==> src/rtl/comparator_csr_registers.sv <==
// comparator_csr_registers
// Avalon-MM control/status register block for the NMR fingerprint comparator.
// Configuration writes from the processor are forwarded to the core-assignment
// table, the maxcount counters and the directory pointers through strobe/ack
// handshakes. Comparator results are captured in the EXCEPTION, SUCCESS and
// FAIL registers and raise irq until the processor writes EXCEPTION.
module comparator_csr_registers #(
    parameter int DATA_WIDTH     = 32,
    parameter int CSR_ADDR_WIDTH = 3,
    parameter int KEY_WIDTH      = 4,
    parameter int KEY_SIZE       = 16,
    parameter int RAM_ADDR_WIDTH = 6
) (
    input  logic                      clk,
    input  logic                      reset,

    input  logic [CSR_ADDR_WIDTH-1:0] csr_address,
    input  logic                      csr_read,
    output logic [DATA_WIDTH-1:0]     csr_readdata,
    input  logic                      csr_write,
    input  logic [DATA_WIDTH-1:0]     csr_writedata,
    output logic                      csr_waitrequest,

    output logic [1:0]                csr_logical_core_id,
    output logic [KEY_WIDTH-1:0]      csr_task_id,
    output logic [KEY_WIDTH-1:0]      csr_physical_core_id,

    input  logic                      comparator_status_write,
    input  logic                      comparator_collision_detected,
    input  logic [1:0]                comparator_logical_core_id,
    input  logic [KEY_WIDTH-1:0]      comparator_task_id,
    output logic                      csr_status_ack,

    output logic                      csr_cat_write,
    input  logic                      fprint_cat_ack,

    output logic                      csr_maxcount_write,
    output logic [RAM_ADDR_WIDTH-1:0] csr_maxcount_data,
    input  logic                      counter_maxcount_ack,

    output logic                      csr_pointer_start_write,
    output logic                      csr_pointer_end_write,
    output logic [RAM_ADDR_WIDTH-1:0] csr_pointer_data,
    input  logic                      comp_pointer_ack,

    output logic                      irq
);

    localparam logic [CSR_ADDR_WIDTH-1:0] ADDR_EXCEPTION = CSR_ADDR_WIDTH'(0);
    localparam logic [CSR_ADDR_WIDTH-1:0] ADDR_SUCCESS   = CSR_ADDR_WIDTH'(1);
    localparam logic [CSR_ADDR_WIDTH-1:0] ADDR_FAIL      = CSR_ADDR_WIDTH'(2);
    localparam logic [CSR_ADDR_WIDTH-1:0] ADDR_CAT       = CSR_ADDR_WIDTH'(3);
    localparam logic [CSR_ADDR_WIDTH-1:0] ADDR_MAXCOUNT  = CSR_ADDR_WIDTH'(4);
    localparam logic [CSR_ADDR_WIDTH-1:0] ADDR_DIR_START = CSR_ADDR_WIDTH'(5);
    localparam logic [CSR_ADDR_WIDTH-1:0] ADDR_DIR_END   = CSR_ADDR_WIDTH'(6);

    typedef enum logic [2:0] {
        IDLE,
        CAT_WAIT,
        MAX_WAIT,
        PSTART_WAIT,
        PEND_WAIT,
        DONE
    } state_t;

    state_t                    state;
    logic [KEY_WIDTH:0]        exception_reg;
    logic [KEY_SIZE-1:0]       success_reg;
    logic [2*KEY_SIZE-1:0]     fail_reg;
    logic [DATA_WIDTH-1:0]     read_value;
    logic                      exc_clear;
    logic                      accept;
    logic                      cfg_write;
    logic                      unused_writedata;

    // Only a few writedata fields are meaningful; fold the rest together so the
    // full bus counts as consumed.
    assign unused_writedata = ^csr_writedata;

    // Stall the master until the transaction reaches DONE.
    assign csr_waitrequest = (csr_read | csr_write) & (state != DONE);

    // The exception-clear write is decoded in IDLE and beats a comparator
    // result arriving in the same cycle.
    assign exc_clear = (state == IDLE) & csr_write & (csr_address == ADDR_EXCEPTION);
    assign accept    = comparator_status_write & ~irq & ~exc_clear;

    // Offsets 3..6 forward their fields to downstream tables.
    assign cfg_write = (csr_address == ADDR_CAT)       | (csr_address == ADDR_MAXCOUNT) |
                       (csr_address == ADDR_DIR_START) | (csr_address == ADDR_DIR_END);

    // Read multiplexer; write-only and unmapped offsets read as zero.
    always_comb begin
        read_value = '0;
        case (csr_address)
            ADDR_EXCEPTION: read_value = DATA_WIDTH'(exception_reg);
            ADDR_SUCCESS:   read_value = DATA_WIDTH'(success_reg);
            ADDR_FAIL:      read_value = DATA_WIDTH'(fail_reg);
            default:        read_value = '0;
        endcase
    end

    // Bus transaction state machine: read capture, field latching and the
    // strobe/ack handshakes towards the downstream blocks.
    always_ff @(posedge clk or posedge reset) begin
        if (reset) begin
            state                   <= IDLE;
            csr_readdata            <= '0;
            csr_logical_core_id     <= '0;
            csr_task_id             <= '0;
            csr_physical_core_id    <= '0;
            csr_maxcount_data       <= '0;
            csr_pointer_data        <= '0;
            csr_cat_write           <= 1'b0;
            csr_maxcount_write      <= 1'b0;
            csr_pointer_start_write <= 1'b0;
            csr_pointer_end_write   <= 1'b0;
        end else begin
            case (state)
                IDLE: begin
                    if (csr_write) begin
                        if (cfg_write) begin
                            csr_logical_core_id  <= csr_writedata[25:24];
                            csr_task_id          <= csr_writedata[16 +: KEY_WIDTH];
                            csr_physical_core_id <= csr_writedata[KEY_WIDTH-1:0];
                            csr_maxcount_data    <= csr_writedata[RAM_ADDR_WIDTH-1:0];
                            csr_pointer_data     <= csr_writedata[RAM_ADDR_WIDTH-1:0];
                        end
                        case (csr_address)
                            ADDR_CAT: begin
                                csr_cat_write <= 1'b1;
                                state         <= CAT_WAIT;
                            end
                            ADDR_MAXCOUNT: begin
                                csr_maxcount_write <= 1'b1;
                                state              <= MAX_WAIT;
                            end
                            ADDR_DIR_START: begin
                                csr_pointer_start_write <= 1'b1;
                                state                   <= PSTART_WAIT;
                            end
                            ADDR_DIR_END: begin
                                csr_pointer_end_write <= 1'b1;
                                state                 <= PEND_WAIT;
                            end
                            default: state <= DONE;
                        endcase
                    end else if (csr_read) begin
                        csr_readdata <= read_value;
                        state        <= DONE;
                    end
                end
                CAT_WAIT: begin
                    if (fprint_cat_ack) begin
                        csr_cat_write <= 1'b0;
                        state         <= DONE;
                    end
                end
                MAX_WAIT: begin
                    if (counter_maxcount_ack) begin
                        csr_maxcount_write <= 1'b0;
                        state              <= DONE;
                    end
                end
                PSTART_WAIT: begin
                    if (comp_pointer_ack) begin
                        csr_pointer_start_write <= 1'b0;
                        state                   <= DONE;
                    end
                end
                PEND_WAIT: begin
                    if (comp_pointer_ack) begin
                        csr_pointer_end_write <= 1'b0;
                        state                 <= DONE;
                    end
                end
                DONE:    state <= IDLE;
                default: state <= IDLE;
            endcase
        end
    end

    // Result registers and interrupt: capture one comparator result at a time
    // and hold off further results until the processor clears the exception.
    always_ff @(posedge clk or posedge reset) begin
        if (reset) begin
            exception_reg  <= '0;
            success_reg    <= '0;
            fail_reg       <= '1;
            irq            <= 1'b0;
            csr_status_ack <= 1'b0;
        end else begin
            csr_status_ack <= accept;
            if (exc_clear) begin
                exception_reg <= '0;
                success_reg   <= '0;
                fail_reg      <= '1;
                irq           <= 1'b0;
            end else if (accept) begin
                exception_reg <= {comparator_collision_detected, comparator_task_id};
                if (comparator_collision_detected) begin
                    fail_reg[{comparator_task_id, 1'b0} +: 2] <= comparator_logical_core_id;
                end else begin
                    success_reg[comparator_task_id] <= 1'b1;
                end
                irq <= 1'b1;
            end
        end
    end

endmodule

==> config.mk <==
export PLATFORM = sky130hd
export DESIGN_NAME = comparator_csr_registers
export DESIGN_NICKNAME = d
export VERILOG_FILES = /design/src/rtl/comparator_csr_registers.sv
export SDC_FILE = /design/constraint.sdc
export NUM_CORES = 1
export LEC_CHECK = 0
export ABC_AREA = 1
export BUFFER_PORTS_ARGS = -buffer_cell sky130_fd_sc_hd__buf_2
export CAP_MARGIN = 15
export CORE_MARGIN = 2
export CORE_UTILIZATION = 47
export CTS_BUF_LIST = sky130_fd_sc_hd__clkbuf_8
export CTS_CLUSTER_SIZE = 14
export DETAILED_ROUTE_END_ITERATION = 8
export HOLD_SLACK_MARGIN = 0.06
export PLACE_DENSITY = 0.82
export SYNTH_ARGS = -nofsm -noshare
export SYNTH_HDL_FRONTEND = slang
export SYNTH_SLANG_ARGS = --single-unit
==> constraint.sdc <==
create_clock -name clk -period 8.3 [get_ports clk]
set_clock_uncertainty 0.2 [all_clocks]
set_input_delay 0.415 -clock clk [delete_from_list [all_inputs] [get_ports clk]]
set_output_delay 0.415 -clock clk [all_outputs]
set_load 0.005 [all_outputs]
* Word level (Yosys, flattened, before mapping)
Cells that the tools add are included.
W data, S select, Z words.
** Operators by class
- $add $sub $neg :: 1
- Magnitude comparators :: 2
- Eq/ne operators :: 23
- Shifts and indexed selects :: 2
- Muxes and demuxes :: 36
- Bitwise logic cells :: 13
- Reductions and logical operators :: 19
** Operators with widths (count)
- $mux W32 :: 3
- $pmux W32 S3 :: 1
- $mux W16 :: 3
- $bwmux W32 :: 1
- $shift A2 B7 Y32 const A :: 1
- $shiftx A2 B7 Y32 :: 1
- $pmux W3 S4 :: 2
- $reduce_and A4 Y1 :: 5
- $or A16 B16 Y16 :: 1
- $mux W3 :: 5
- $mux W1 :: 14
- $eq A3 B2 Y1 const B :: 4
- $eq A3 B3 Y1 const B :: 4
- $ne A2 B1 Y1 const B :: 6
- $reduce_bool A2 Y1 :: 6
- $mux W5 :: 2
- $ne A2 B2 Y1 const B :: 5
- $pmux W1 S2 :: 4
- $neg A5 Y7 :: 1
- $eq A3 B1 Y1 const B :: 2
- $logic_not A3 Y1 :: 2
- $ne A3 B3 Y1 const B :: 2
- $reduce_and A3 Y1 :: 2
- $and A1 B1 Y1 :: 5
- 8 further kinds :: 14
** Storage, ports and cells
- Bits in registers :: 110
- Input bits :: 50
- Output and inout port bits :: 61
- Word-level logic and storage cells :: 111

* Depth between registers and ports, before layout
Gate-level depths: netlist of run 1.
- Depth after elaboration :: 8
- Depth in mapped cells :: 12
- Depth with buffers taken out :: 12

* Least setup slack after synthesis of run 1
OpenSTA, ideal clock, no wires.
- Kind :: input to register
- Start point :: input comparator_task_id[1]
- End point :: register fail_reg[4]
- Setup time :: 60 ps
- Data arrival time :: 1598 ps
- Data required time :: 8040 ps
- Slack :: 6442 ps
- Cell stages on the path :: 9
- Buffers on the path :: 1
- Cell sequence :: inv_1 ha_1 clkbuf_1 nand3_1 nor2_2 nand3_1 nand2_1 nand2_1 nand2_1
** Between the ends
- Cells in the longest elaborated chain, start to end :: 6
- Elaborated cells on any way between the ends :: 7
- Those cells by class :: 1 x add/sub; 2 x shift; 4 x mux
** Ends and longest elaborated chain
- start: declaration :: RTL line 31 : input logic [KEY_WIDTH-1:0] comparator_task_id,
- $neg A5 Y7 (*) :: RTL line 202 : fail_reg[{comparator_task_id, 1'b0} +: 2] <= comparator_logical_core_id;
- $shiftx A2 B7 Y32 or $shift A2 B7 Y32 (tied branches) :: RTL line 202
- $bwmux W32 (*) :: RTL line 202
- $mux W32 (*) :: RTL line 201 : if (comparator_collision_detected) begin
- $mux W32 (*) :: RTL line 199 : end else if (accept) begin
- $mux W32 (*) :: RTL line 194 : if (exc_clear) begin
- end signal: indexed assignment :: RTL line 202
- end: declaration :: RTL line 69 : logic [2*KEY_SIZE-1:0] fail_reg;
Mark *: on every way between the ends. The rest lies on a longest branch, timed or not. The select of a mux whose other input is x is not followed.
A chain may end at the register's enable or synchronous reset.

* Worst setup path in the final report of run 1
- Start point :: register state[0]
- End point :: register csr_readdata[8]
** Between the ends
- Cells in the longest elaborated chain, start to end :: 2
** Ends and longest elaborated chain
- start: declaration :: RTL line 66 : state_t state;
- start signal: assignment :: RTL line 107 : state <= IDLE;
- start signal: assignment :: RTL line 132 : state <= CAT_WAIT;
- start signal: assignment :: RTL line 136 : state <= MAX_WAIT;
- $logic_not A3 Y1 :: RTL line 119 : case (state)
- $reduce_and A3 Y1 (no line)
- end signal: assignment :: RTL line 149 : csr_readdata <= read_value;
- end: declaration :: RTL line 19 : output logic [DATA_WIDTH-1:0] csr_readdata,
No other way between the ends.

==> qor.csv, run 1 <==
metric,value,unit
run_status,completed,
rows,38,
syn_inst,651,
avgSynthCellArea,8.04,µm²
finalSetupViolations,0,
slew_headroom,38.5,%
die_h,110,µm
worst-path-max-fanout,54,
wl_per_cell,13.9,µm
cts_tree,built,
ys_ff_latch,106,
synth.distinct_cells,32,
die_area,0.0120,mm²
yosysMostFrequentCell,nand2_1,
synth-edff-count,0,
period_minus_slack,2.57,ns
holdWs,0.0642,ns
fin_tns_setup,0,ns
hp-start,csr_writedata[0],
yosysTopAreaCellShare,35.4,%
yosysTopAreaCell,dfrtp_1,
grt_use_total,21.2,%
max_clock_freq,389,MHz
die_width,110,µm
p_leak,3.20,nW
r2r-start,state[0],
worst_pin_slew,0.921,ns
reg2reg_to,csr_readdata[8],
async_flop_share,100,%
port_buffers,90,
design.core.area,0.0108,mm²
drc_errors,0,
gp_congestion,0.892,
hp-class,in -> reg,
fin_nets,784,
multi_input_area,0.00214,mm²
grt_pass1_vias,4162,
timing.hold.worst_endpoint,csr_physical_core_id[0],
antenna_left,0,
worstSetupEndpointType,flip-flop,
worstPathArrival,2.69,ns
post_cts_buffers,0,
start_util,48.3,%
antenna_found_initial,1,
vias_per_cell,5.31,
yosysSeqAreaShare,51.4,%
diodes,0,
drive_above_1_share,23.1,%
drv_cap,0,
grt_overflow_total,0,
critPathLaunchType,flip-flop,
cts_made_buffers,9,
r2r_cells,7,
grt_max_degree,68,
clkSinkCount,106,
rrSetupSlack,5.73,ns
dr.pass1.iters,5,
p_per_area,269,mW/mm²
vdd_drop_max,0.147,mV
clkTransAtPathRegs,0.11,ns
grt_pass1_wl,19700,µm
final_max_slew_viol_count,0,
yosys_warnings,0,
fin_crit_sh,31.0,%
dr.first_iter.drc_count,357,
ys.flop_type,dfrtp_1,
num_vias,4636,
synth_area,0.00524,mm²
crit_required,8.42,ns
place.detailed.hpwl,8570,µm
area_growth_syn_to_layout,13.4,%
cts_buffer_depth,2,
synthesis.nets,707,
crit_start,state[0],
wirelength,12100,µm
worstSetupPathType,reg -> reg,
hold_violations,0,
ys_top_cells_by_count,"nand2_1, dfrtp_1, nand3_1",
synth_area_leaders,"dfrtp_1, dfstp_2, nand2_1",
rsz0062_at_grt,no,
cts-root-buf,clkbuf_8,
register_area,0.00269,mm²
ioPinCount,111,
clk_latency,0.39,ns
htree_num_levels,3,
n_fill_cell,1019,
whs_path_depth,3,
-- per-layer routing --
metal  GRT usage [%]  wire, µm  vias up
met5               0        11        -
met4            8.59       296        2
met3            4.62       719       21
met2            34.7      5720      155
met1            27.3      5350     2197
li1                -         -     2261
-- what timing repair did --
item,CTS,global route
endpoints found under the hold margin,47,0
hold buffers,7,0
gates resized for setup,0,0
-- layout by cell type (no fill, tap or decap), types with 2 or more instances in the layout --
master | Yosys | layout
nand4_1 | 4 | 4
nor3_1 | 6 | 6
nand2_4 | 3 | 3
nor2_4 | 2 | 2
nor2_1 | 32 | 32
o31ai_1 | 8 | 8
buf_4 | 10 | 2
nand3b_1 | 2 | 2
o21ai_2 | 2 | 2
clkinv_4 | 0 | 4
dlygate4sd3_1 | 0 | 7
o21ai_0 | 40 | 40
o21ai_1 | 20 | 20
nand3_1 | 70 | 70
inv_1 | 43 | 42
dfrtp_1 | 74 | 74
nand2_2 | 5 | 5
nor2_2 | 3 | 3
dfstp_2 | 32 | 32
buf_2 | 12 | 90
a22o_1 | 3 | 3
inv_2 | 10 | 10
nand2_1 | 224 | 224
o22ai_1 | 2 | 2
clkbuf_8 | 0 | 9
a31oi_1 | 9 | 9
a21oi_1 | 14 | 14
ha_1 | 6 | 6
-- report_power, final --
group	internal, W	switching (W)
Clock	0.000114	0.000194
Sequential	0.000719	0.0000911
Combinational	0.000197	0.000281
Total	0.00103	0.000566
-- layout make-up --
| type | count | share of cell area, % |
|---|---|---|
| clock buffers | 9 | 2.09 |
| clock inverters | 7 | 1.05 |
| inverters | 55 | 3.54 |
| multi-input cells | 457 | 36.0 |
| flip-flops and latches | 106 | 45.4 |
| well taps | 140 | 2.95 |
| repair buffers | 99 | 9.02 |
-- worst max-delay path, stage by stage (launching register included) --
cell,delay [ns]
dfrtp_1,0.48
nor2_4,0.16
nand2_4,0.09
inv_2,0.08
nand3_2,0.69
inv_1,0.62
nand2_1,0.11
nand2_1,0.07
-- cells by family after synthesis --
family	count (synthesis)	synth area share, %
adders and majority gates	6	1.43
buffers and inverters	88	7.77
AOI/OAI and AO/OA	98	10.4
and+or+nand+nor	353	29.0
DFF	106	51.4
-- per-stage QoR --
step                      worst slack, ns  utilization, %  total power [W]  area (µm²)  instances
after floorplan                      4.95               -          0.00114        5240        651
after global placement               5.77            52.4          0.00128        5680        850
after detailed placement             5.74            52.4          0.00130        5680        850
after CTS                            5.71            54.8          0.00161        5940        873
after global routing                 5.42            54.8          0.00172        5940        873
final                                5.73            54.8          0.00160        5940        873
-- worst max path at each step --
stage	to	slack, ns
finish	csr_readdata[8]	5.73
CTS	csr_readdata[8]	5.71
floorplan	csr_cat_write	4.95
detailed placement	csr_readdata[8]	5.74
global route	csr_readdata[11]	5.42
global placement	csr_readdata[8]	5.77
No activity file was read; power rests on OpenSTA's default activity.
==> run 2: changes to the inputs <==
==> constraint.sdc (replaced) <==
create_clock -name clk -period 2.7 [get_ports clk]
set_clock_uncertainty 0.2 [all_clocks]
set_input_delay 0.135 -clock clk [delete_from_list [all_inputs] [get_ports clk]]
set_output_delay 0.135 -clock clk [all_outputs]
set_load 0.005 [all_outputs]
==> run 2 against run 1 <==
Compared with the run above:
- sequential power grew to 3.1 times the previous value
- first-iteration DRC count grew 46%
- global-route usage grew 1.2 points
- setup slack lost 5.5 ns
- clock-buffer cell count is the same
- largest power group unchanged
- sequential share of layout area shrank 2.8 points
==> qor.csv, run 2 (same netlist as run 1, synthesis figures left out) <==
metric,value,unit
worstSetupPathType,in -> reg,
cts-root-buf,clkbuf_8,
die_h,110,µm
grt_pass1_wl,20900,µm
slew_headroom,59.6,%
post_cts_buffers,0,
n_fill_cell,950,
dr.first_iter.drc_count,520,
stdcell_area,0.00632,mm²
clk_latency,0.38,ns
worstPathArrival,2.51,ns
crit_required,2.77,ns
reg2reg_to,exception_reg[4],
final_max_slew_viol_count,0,
drive_above_1_share,22.8,%
rsz0062_at_grt,no,
cts_made_buffers,9,
p_leak,3.37,nW
vdd_drop_max,0.500,mV
grt_overflow_total,0,
fin_nets,818,
clkSinkCount,106,
hold_violations,0,
cts_buffer_depth,2,
wl_per_cell,14.0,µm
rrSetupSlack,0.30,ns
gp_congestion,0.931,
wirelength,12700,µm
cts_tree,built,
whs_path_depth,6,
rows,38,
final_cell_mix,"nand2_1, buf_2, dfrtp_1",
grt.busiest_layer,met2,
period_minus_slack,2.44,ns
drc_errors,0,
critPathLaunchType,input pin,
run_status,completed,
die_area,0.0120,mm²
finalSetupViolations,0,
placed_cell_area,0.00576,mm²
antenna_found_initial,0,
fin_tns_setup,0,ns
die_width,110,µm
worst_pin_slew,0.605,ns
max_clock_freq,409,MHz
r2r-start,state[0],
design.core.area,0.0108,mm²
place.detailed.hpwl,8720,µm
dr.pass1.iters,6,
diodes,0,
r2r_cells,7,
grt_use_met3,4.86,%
hp-start,csr_write,
use_met1,27.7,%
htree_num_levels,3,
worst-path-max-fanout,33,
antenna_left,0,
globalRouteMet2Util,37.9,%
worstSetupEndpointType,flip-flop,
drv_cap,0,
grt_max_degree,63,
grt_use_total,22.4,%
timing.hold.worst_endpoint,state[0],
start_util,48.3,%
ioPinCount,111,
num_vias,4766,
area_growth_syn_to_layout,20.7,%
port_buffers,90,
grt_pass1_vias,4498,
fin_crit_sh,90.5,%
vias_per_cell,5.25,
p_per_area,813,mW/mm²
hp-class,in -> reg,
holdWs,0.112,ns
clkTransAtPathRegs,0.10,ns
mostFrequentLayoutCell,nand2_1,
==> run 2: cell count changes in the layout (fill, tap and decap cells not counted), moves of 2 or more <==
cell,previous run,this run
dlygate4sd3_1,7,35
buf_12,0,3
buf_4,2,5
clkinv_4,4,1
inv_6,1,3
==> run 2: critical path, cell delays in order <==
cell and delay (ns):
dlygate4sd3_1 0.55, buf_2 0.16, nor2_1 0.14, nand2_1 0.10, inv_2 0.14, nand2_4 0.24
o21ai_1 0.35, nor2_1 0.10, dlygate4sd3_1 0.59
==> run 2: how the worst max path moves through the flow <==
stage | slack [ns] | endpoint | depth (start not counted) | start
final | 0.26 | exception_reg[4] | 9 | csr_address[1]
after global routing | 0.18 | exception_reg[4] | 9 | csr_address[1]
after CTS | 0.37 | exception_reg[4] | 9 | csr_address[0]
after detailed placement | 0.58 | fail_reg[28] | 10 | comparator_task_id[0]
after global placement | 0.66 | fail_reg[28] | 10 | comparator_task_id[0]
after floorplan | 1.09 | success_reg[8] | 8 | state[0]
==> run 2: power breakdown <==
part / switching (W) / internal, W / leakage, nW / total (W)
logic: 0.000893 / 0.000692 / 1.96 / 0.00159
clock network: 0.000602 / 0.000447 / 0.103 / 0.00105
registers: 0.000291 / 0.00221 / 1.30 / 0.00250
==> run 2: repair_timing <==
action	in CTS	in global routing
resized for setup	0	0
hold endpoints to repair	150	0
hold buffers	35	0
==> run 2: final cells by class <==
class	count	area (µm²)	share of cell area, %
clock inverters	7	83.8	1.33
multi-input cells	457	2140	33.8
clock buffers	9	124	1.96
repair buffers	133	898	14.2
well taps	140	175	2.77
inverters	55	211	3.35
flip-flops and latches	106	2690	42.6
==> run 2: per-layer routing <==
layer,up-vias,part of all wire (%)
met5,-,0
met4,0,2.8
met3,25,6.7
met2,177,49
met1,2241,42
li1,2323,-
==> run 2: stage by stage <==
stage               setup slack, ns  total power (W)  std cells  util [%]
CTS                           0.372          0.00515        907      58.3
detailed placement            0.579          0.00401        856      53.2
finish                        0.257          0.00514        907      58.3
global route                  0.177          0.00552        907      58.3
global placement              0.659          0.00395        856      53.2
floorplan                      1.09          0.00349        651         -
==> run 3: changes to the inputs <==
--- a/config.mk
+++ b/config.mk
@@ -5,7 +5,6 @@
 export SDC_FILE = /design/constraint.sdc
 export NUM_CORES = 1
 export LEC_CHECK = 0
-export ABC_AREA = 1
 export BUFFER_PORTS_ARGS = -buffer_cell sky130_fd_sc_hd__buf_2
 export CAP_MARGIN = 15
 export CORE_MARGIN = 2
@@ -14,7 +13,7 @@
 export CTS_CLUSTER_SIZE = 14
 export DETAILED_ROUTE_END_ITERATION = 8
 export HOLD_SLACK_MARGIN = 0.06
-export PLACE_DENSITY = 0.82
+export PLACE_DENSITY = 0.83
 export SYNTH_ARGS = -nofsm -noshare
 export SYNTH_HDL_FRONTEND = slang
 export SYNTH_SLANG_ARGS = --single-unit
==> run 3 against run 2 <==
Compared with the run above:
- die area shrank 3.3%
- critical path depth shrank 2
- final cell count is 20% lower
- critical path type unchanged
- highest routed layer unchanged
==> qor.csv, run 3 <==
metric,value,unit
cts_resized,0,
ys_ff_latch,106,
htree_num_levels,3,
p_leak,2.90,nW
ys_top_cells_by_count,"dfrtp_1, nor2_1, nand2_1",
die_width,108,µm
fin_crit_sh,92.9,%
grt_pass1_vias,3859,
layout_setup_ws,0.192,ns
dr.pass1.iters,5,
p_per_area,844,mW/mm²
num_vias,4053,
yosysTopAreaCell,dfrtp_1,
max_clock_freq,399,MHz
die_area,0.0116,mm²
wl_per_cell,15.6,µm
worst_pin_slew,0.789,ns
antenna_found_initial,0,
grt_overflow_total,0,
drv_cap,0,
place.detailed.hpwl,7900,µm
synthesis.nets,550,
fin_nets,642,
fin_tns_setup,0,ns
post_cts_buffers,0,
hp-class,in -> reg,
vias_per_cell,5.57,
synth-edff-count,0,
finalSetupViolations,0,
synth.distinct_cells,41,
pre_cts_ws,0.451,ns
ys.flop_type,dfrtp_1,
avgSynthCellArea,10.2,µm²
grt_max_degree,77,
clk_latency,0.37,ns
wirelength,11300,µm
crit_required,2.80,ns
ioPinCount,111,
cts_tree,built,
worstPathArrival,2.61,ns
die_h,108,µm
async_flop_share,100,%
antenna_left,0,
drc_errors,0,
yosysTopAreaCellShare,36.6,%
syn_inst,494,
grt_use_total,20.3,%
synth_area_leaders,"dfrtp_1, dfstp_2, mux2i_1",
rows,37,
dr.first_iter.drc_count,344,
drive_above_1_share,27.6,%
max_stage_delay,0.64,ns
start_util,48.7,%
final_cell_mix,"buf_2, nor2_1, dfrtp_1",
slew_headroom,47.3,%
cts_made_buffers,9,
clkSinkCount,106,
yosys_warnings,0,
cts_buffer_depth,2,
gp_congestion,0.894,
period_minus_slack,2.51,ns
synth_area,0.00505,mm²
diodes,0,
cts-root-buf,clkbuf_8,
mostFrequentLayoutCell,buf_2,
critPathLaunchType,input pin,
crit_chain,dlygate4sd3_1 -> buf_2 -> inv_1 -> ha_1 -> nor4_1 -> nand3_1 -> mux2i_1,
hold_violations,0,
slowest_stage,nor4_1,
run_status,completed,
design.core.area,0.0104,mm²
worst-path-max-fanout,14,
final_max_slew_viol_count,0,
port_buffers,90,
clkTransAtPathRegs,0.10,ns
worstSetupEndpointType,flip-flop,
rsz0062_at_grt,no,
n_fill_cell,873,
yosysSeqAreaShare,53.3,%
grt_pass1_wl,18400,µm
vdd_drop_max,0.406,mV
worstSetupPathType,in -> reg,
area_growth_syn_to_layout,18.0,%
## run 3: cell types whose count changed after synthesis, sizes merged, moves of 9 or more
| cell | before | now |
|---|---|---|
| nand2 | 232 | 53 |
| nand3 | 71 | 12 |
| inv | 53 | 8 |
| mux2i | 0 | 38 |
| o21ai | 62 | 24 |
| nor2 | 38 | 75 |
| mux2 | 0 | 13 |
| a22oi | 0 | 11 |
| nor2b | 0 | 9 |
## run 3: final cells by class
cell class              count  area, µm²  share of cell area (%)
multi-input cells         336       2080                    34.8
clock inverters             5       30.0                   0.504
well taps                 136        170                    2.85
clock buffers              11        151                    2.54
inverters                   8       33.8                   0.567
repair buffers            125        806                    13.5
flip-flops and latches    106       2690                    45.2
## run 3: timing repair
item,in CTS,in global routing
hold buffers,27,0
hold endpoints to repair,154,0
setup endpoints to repair,0,0
## run 3: power by group
group | internal [W] | switching, W
logic | 0.000736 | 0.000668
registers | 0.00233 | 0.000384
clock network | 0.000382 | 0.000532
## run 3: final timing paths
check                                           start  cells after the start  slack (ns)               end
worst max-delay path            comparator_task_id[0]                      7        0.19      fail_reg[24]
worst min-delay path                   csr_address[2]                      2        0.07  csr_readdata[14]
worst max register to register               state[1]                      5        0.43   csr_readdata[2]
worst min register to register       csr_readdata[25]                      2        0.28  csr_readdata[25]
max in group asynchronous                       reset                      4        1.73       fail_reg[2]
min in group asynchronous                       reset                      4        0.19   csr_readdata[3]
## run 3: cells by family after synthesis
kind of cell / Yosys count / synth area share [%]
and+or+nand+nor: 177 / 16.3
xor gates and xnor gates: 2 / 0.347
AOI/OAI and AO/OA: 100 / 12.6
adders and majority gates: 6 / 1.49
muxes: 51 / 10.4
buffers and inverters: 52 / 5.64
DFF: 106 / 53.3
## run 3: metal layers
layer	vias up	routed length (µm)	global-route usage, %
met5	-	0	0
met4	0	265	9.98
met3	22	693	4.06
met2	170	5600	33.2
met1	1986	4770	25.8
li1	1875	-	-
## run 3: through the flow
step                power, W  hold slack [ns]  cell area, µm²  std cells  util [%]
global route         0.00536           0.0837            5960        727      57.5
detailed placement   0.00411           0.0784            5510        684      53.1
global placement     0.00400           0.0815            5510        684      53.1
CTS                  0.00506           0.0630            5960        727      57.5
floorplan            0.00360           0.0339            5060        494         -
finish               0.00503           0.0688            5960        727      57.5
## run 3: worst max-delay path, delay by kind of cell
| family | cells | cell delay, ns |
|---|---|---|
| buffers and inverters | 3 | 0.90 |
| adder cells (fa/ha/maj) | 1 | 0.41 |
| AND/OR/NAND/NOR | 2 | 0.93 |
| multiplexers | 1 | 0.23 |
